==> config.mk <==
export PLATFORM = sky130hd
export DESIGN_NAME = fpu_issue_wb
export DESIGN_NICKNAME = d
export VERILOG_FILES = /design/src/rtl/fpu_pkg.sv /design/src/rtl/fpu_result_fifo.sv /design/src/rtl/fpu_issue_wb.sv
export SDC_FILE = /design/constraint.sdc
export NUM_CORES = 1
export LEC_CHECK = 0
export CAP_MARGIN = 20
export CORE_MARGIN = 1
export CORE_UTILIZATION = 46
export CTS_CLUSTER_SIZE = 14
export DETAILED_ROUTE_END_ITERATION = 10
export PLACE_DENSITY = 0.76
export SETUP_SLACK_MARGIN = 0.15
export SLEW_MARGIN = 25
export SYNTH_ARGS = -nofsm -noshare
export SYNTH_HDL_FRONTEND = slang
export SYNTH_SLANG_ARGS = --single-unit
==> constraint.sdc <==
create_clock -name sys_clk -period 3 [get_ports sys_clk]
set_input_delay 0.75 -clock sys_clk [delete_from_list [all_inputs] [get_ports sys_clk]]
set_output_delay 0.75 -clock sys_clk [all_outputs]
set_load 0.05 [all_outputs]
==> src/rtl/fpu_pkg.sv <==
// Shared FPU issue/writeback types and constants.
// Latency: none (declarations only).
// Backpressure: not applicable.
package fpu_pkg;
  localparam int          FP_W    = 32;
  localparam logic [31:0] FP_ONE  = 32'h3f800000;
  localparam logic [31:0] FP_ZERO = 32'h0;
  localparam int          TAG_W   = 5;

  typedef struct packed {
    logic [FP_W-1:0]  y;
    logic [TAG_W-1:0] tag;
  } fpu_result_t;
endpackage

==> src/rtl/fpu_result_fifo.sv <==
// Generic synchronous FIFO with occupancy count and full/empty flags.
// Latency: a write is visible at the head the cycle after it lands.
// Backpressure: writes while full are dropped; reads while empty are ignored.
module fpu_result_fifo #(
  parameter int W     = 37,
  parameter int DEPTH = 4
) (
  input  logic                         sys_clk,
  input  logic                         rstn,
  input  logic                         wr_en,
  input  logic [W-1:0]                 wr_dat,
  input  logic                         rd_en,
  output logic [W-1:0]                 rd_dat,
  output logic                         full,
  output logic                         empty,
  output logic [$clog2(DEPTH+1)-1:0]   count
);
  localparam int AW    = $clog2(DEPTH);
  localparam int CNT_W = $clog2(DEPTH+1);

  logic [W-1:0]  mem [DEPTH];
  logic [AW-1:0] wr_ptr, rd_ptr;
  logic          wr_ok, rd_ok;

  assign full   = (count == CNT_W'(DEPTH));
  assign empty  = (count == '0);
  assign wr_ok  = wr_en & ~full;
  assign rd_ok  = rd_en & ~empty;
  assign rd_dat = mem[rd_ptr];

  // Power-of-two depth lets the pointers wrap without compare logic.
  always_ff @(posedge sys_clk or negedge rstn) begin
    if (!rstn) begin
      wr_ptr <= '0;
      rd_ptr <= '0;
      count  <= '0;
    end else begin
      if (wr_ok) wr_ptr <= wr_ptr + AW'(1);
      if (rd_ok) rd_ptr <= rd_ptr + AW'(1);
      count <= count + CNT_W'(wr_ok) - CNT_W'(rd_ok);
    end
  end

  always_ff @(posedge sys_clk) begin
    if (wr_ok) mem[wr_ptr] <= wr_dat;
  end
endmodule

==> src/rtl/fpu_issue_wb.sv <==
// Issues operands to a fixed-latency FPU unit and buffers tagged results for writeback.
// Latency: LATENCY+1 cycles minimum from request accept to wb_valid.
// Backpressure: credit-based; req_ready drops when inflight+buffered reaches DEPTH.
module fpu_issue_wb #(
  parameter int LATENCY = 1,
  parameter int DEPTH   = 4,
  parameter int TAG_W   = 5
) (
  input  logic             sys_clk,
  input  logic             rstn,
  input  logic             req_valid,
  output logic             req_ready,
  input  logic [31:0]      req_x1,
  input  logic [31:0]      req_x2,
  input  logic [TAG_W-1:0] req_tag,
  output logic             fu_valid,
  output logic [31:0]      fu_x1,
  output logic [31:0]      fu_x2,
  input  logic             fu_out_valid,
  input  logic [31:0]      fu_y,
  output logic             wb_valid,
  input  logic             wb_ready,
  output logic [31:0]      wb_y,
  output logic [TAG_W-1:0] wb_tag,
  output logic             busy,
  output logic             err
);
  import fpu_pkg::*;

  localparam int CNT_W = $clog2(DEPTH+1);
  localparam int RW    = FP_W + TAG_W;

  logic [LATENCY-1:0] dl_vld;
  logic [TAG_W-1:0]   dl_tag [LATENCY];
  logic [CNT_W-1:0]   inflight, occupancy, credits;
  logic               issue, capture, pop, fifo_full, fifo_empty;
  logic [RW-1:0]      head;

  // Credits come from registered counts only, so a pop frees its slot next cycle.
  assign credits   = CNT_W'(DEPTH) - inflight - occupancy;
  assign req_ready = rstn & (credits != '0);
  assign issue     = req_valid & req_ready;
  assign fu_valid  = issue;
  assign fu_x1     = req_x1;
  assign fu_x2     = req_x2;
  assign capture   = fu_out_valid & dl_vld[LATENCY-1];
  assign pop       = wb_valid & wb_ready;
  assign wb_valid  = ~fifo_empty;
  assign wb_y      = head[RW-1:TAG_W];
  assign wb_tag    = head[TAG_W-1:0];
  assign busy      = (inflight != '0) | ~fifo_empty;

  always_ff @(posedge sys_clk or negedge rstn) begin
    if (!rstn) begin
      dl_vld   <= '0;
      inflight <= '0;
      err      <= 1'b0;
    end else begin
      dl_vld[0] <= issue;
      for (int i = 1; i < LATENCY; i++) dl_vld[i] <= dl_vld[i-1];
      inflight <= inflight + CNT_W'(issue) - CNT_W'(capture);
      // Unit and delay line must agree every cycle; a full FIFO on capture loses data.
      if ((fu_out_valid != dl_vld[LATENCY-1]) || (capture && fifo_full)) err <= 1'b1;
    end
  end

  always_ff @(posedge sys_clk) begin
    dl_tag[0] <= req_tag;
    for (int i = 1; i < LATENCY; i++) dl_tag[i] <= dl_tag[i-1];
  end

  fpu_result_fifo #(
    .W     (RW),
    .DEPTH (DEPTH)
  ) u_fifo (
    .sys_clk (sys_clk),
    .rstn    (rstn),
    .wr_en   (capture),
    .wr_dat  ({fu_y, dl_tag[LATENCY-1]}),
    .rd_en   (pop),
    .rd_dat  (head),
    .full    (fifo_full),
    .empty   (fifo_empty),
    .count   (occupancy)
  );
endmodule

==> impl_metrics.csv <==
group,metric,value,unit
synthesis,synth-edff-count,148,
critical_path,cp-start-kind,"flop",
critical_path,crit_slowest_cell,"dfrtp_1",
grt,grt.overflow.total,0,
synthesis,ys.flop_type,"edfxtp_1",
critical_path,path_buf_inv,2,
synthesis,netlist_area,6638,um^2
critical_path,path_cells,"ha_1 > inv_1 > ha_2 > xor2_2 > xnor2_2 > a21oi_2 > buf_12",
synthesis,synth.yosys.seq_area_share,72.99,%
critical_path,crit_arrival,2.07,ns
timing,hold_viol,0,
detailed_routing,post_drt_wl_per_cell,19.24,um
timing,finalSetupTns,0,ns
die,start_util,47.45,%
critical_path,cp.required,2.25,ns
finish,multiInputGateArea,1254,um^2
detailed_routing,vias_per_cell,5.139,
detailed_routing,drc,0,
timing,setup_violations,0,
detailed_routing,dr_wl_met3,722,um
finish,nets,502,
synthesis,synth-seq-cells,165,
detailed_routing,dr.pass1.iters,4,
clocking,cts_buffers,17,
clocking,clk-insertion-delay-late,0.42,ns
die,coreArea,13990,um^2
finish,drive_gt1_share,33.92,%
clocking,clkTransAtPathRegs,0.06,ns
timing,rsz0062_at_grt,"true",
worst_hold_path,hold_path.class,"flop to flop",
detailed_routing,drt_iter0_drc,223,
clocking,htreeDepth,4,
detailed_routing,wl_met1,4708,um
clocking,clockRootBuffer,"clkbuf_16",
die,io_pins,212,
timing,clock.fmax,0.3546,GHz
synthesis,synth_cell_types,25,
timing,layout_min_cycle_time,2.820,ns
run,maxCapViolations,0,
synthesis,synth.yosys.warnings,0,
grt,grt_pass1_vias,3061,
finish,area_growth,20.36,%
grt,track_usage,15.79,%
placement,gp_congestion,0.7859,
synthesis,synth_cells,325,
detailed_routing,vias,2955,
grt,antenna_found_initial,0,
detailed_routing,finalWirelength,11060,um
placement,dp_hpwl,7143,um
critical_path,r2r-start,"u_fifo.count[1]",
synthesis,async_reset_ff_share,7.273,%
power,p_per_area,1029,nW/um^2
die,die_h,122.1,um
die,die_w,122.1,um
critical_path,worstSetupEndpointType,"output port",
die,die_area,14910,um^2
critical_path,cp_max_fo,3,
grt,grt_max_degree,19,
worst_hold_path,worstHoldStart,"dl_tag[0][4]",
critical_path,cp_top_family,"adder cells",
clocking,clock_sinks,165,
synthesis,synth_fp_nets,445,
timing,slew_violations,0,
clocking,cts_hold_buf,0,
grt,grt_pass1_wl,16600,um
critical_path,cpPeakStageDelay,0.40,ns
timing,relSlewSlack,66.46,%
detailed_routing,maxUsedRoutingLayer,"met4",
synthesis,syn_avg_cell_area,20.42,um^2
clocking,clock_path_buffers,2,
critical_path,crit_start,"u_fifo.count[1]",
placement,pre_cts_slack,0.2639,ns
clocking,cts_tree,"done",
finish,regArea,4847,um^2
timing,fin_crit_sh,94.01,%
power,leakage,2.819,nW
finish,fillCellCount,1025,
run_status,status,"finished clean",
timing,fin_worst_skew,0.01071,ns
placement,io_buffer_count,83,
die,num_rows,43,
detailed_routing,met2_length,5446,um
power,peakVddDrop,0.5984,mV
critical_path,critical_path_class,"flop to output port",
detailed_routing,drtAntennaViolNets,0,
timing,worstMarginPinSlew,0.5015,ns
finish,antennaDiodeCount,0,
timing,finalWorstSetupSlack,0.1797,ns
[cells in the final DEF, fill, tap and decap left out, drive strengths merged]
cell / n
nand2: 1
a311o: 1
a21oi: 1
clkbuf: 28
clkinv: 3
nand3: 1
mux2: 1
buf: 54
inv: 13
xnor2: 5
nor2: 2
mux4: 37
fa: 2
or3: 1
edfxtp: 148
clkdlybuf4s50: 43
xor2: 5
dfrtp: 12
dlygate4sd2: 12
dfxtp: 5
or4: 1
a21boi: 2
and2: 5
ha: 12
[power breakdown]
group	switching, mW	leakage (nW)	internal (mW)
Sequential	0.138	1.51	2.74
Combinational	1.94	1.01	1.28
Clock	0.810	0.298	1.30
[kinds of logic after synthesis]
family	Yosys count	synth area share [%]
muxes	38	12.72
xor gates and xnor gates	10	1.319
adders and majority gates	14	2.865
buffers and inverters	83	8.577
DFF	165	72.99
and+or+nand+nor	11	1.018
AOI/OAI and AO/OA	4	0.5089
[through the flow]
stage / std cells / hold slack [ns] / utilization, % / power [mW] / cell area (um^2)
5_1_grt: 575 / 0.5129 / 57.11 / 8.580 / 7989
4_1_cts: 570 / 0.4909 / 56.82 / 8.258 / 7949
2_1_floorplan: 325 / 0.4383 / - / 5.370 / 6641
6_report: 575 / 0.4857 / 57.11 / 8.220 / 7989
3_3_place_gp: 534 / 0.4524 / 52.24 / 6.040 / 7307
3_5_place_dp: 534 / 0.4764 / 52.24 / 6.084 / 7307
[worst register-to-register path: cells and delay by family (launching register included)]
family,cells,cell delay [ns]
buffers and inverters,3,0.32
xor gates and xnor gates,4,0.71
DFF,1,0.40
AOI/OAI and AO/OA,1,0.12
adders and majority gates,4,1.03
[Yosys cell counts, types with 2 or more instances]
library cell	count	area [um^2]
edfxtp_1	148	4444
and2_1	4	25.02
fa_1	2	40.04
inv_1	11	41.29
buf_2	5	25.02
dfxtp_1	5	100.1
mux4_2	37	833.3
ha_1	12	150.1
nor2_1	2	7.510
buf_4	65	488.0
xnor2_1	5	43.79
dfrtp_1	12	300.3
xor2_1	5	43.79
[flip-flops by register name, indices dropped and copies added (netlist names)]
register and flops:
dl_vld 1, u_fifo.rd_ptr 2, inflight 3, dl_tag 5, u_fifo.mem 148, err 1
u_fifo.count 3, u_fifo.wr_ptr 2
[layer usage]
metal | track usage [%] | vias up
met2 | 24.19 | 110
met1 | 20.15 | 1519
met3 | 5.805 | 26
met4 | 7.088 | 0
met5 | 0 | -
li1 | - | 1300
[layout make-up]
| class | count | share of cell area, % |
|---|---|---|
| Tap cell | 180 | 2.819 |
| Timing Repair Buffer | 110 | 12.83 |
| Multi-Input combinational cell | 77 | 15.69 |
| Clock inverter | 5 | 0.3446 |
| Clock buffer | 27 | 7.126 |
| Inverter | 11 | 0.5168 |
| Sequential cell | 165 | 60.67 |
[path summary, 6_finish.rpt]
kind                                     to  slack (ns)  depth (start not counted)
hold reg to reg            u_fifo.mem[3][4]        0.49                          0
setup / recovery                   fu_valid        0.18                          7
max in group asynchronous  u_fifo.rd_ptr[1]        1.99                          2
min in group asynchronous       inflight[0]        0.57                          1
setup reg to reg                inflight[2]        0.30                         12
hold / removal             u_fifo.mem[3][4]        0.49                          0
[what timing repair did]
action	in CTS	in global routing
pin swaps	2	3
buffers inserted	4	5
endpoints found under the setup margin	28	23
resized for setup	19	4
No activity file was read; power rests on OpenSTA's default activity.
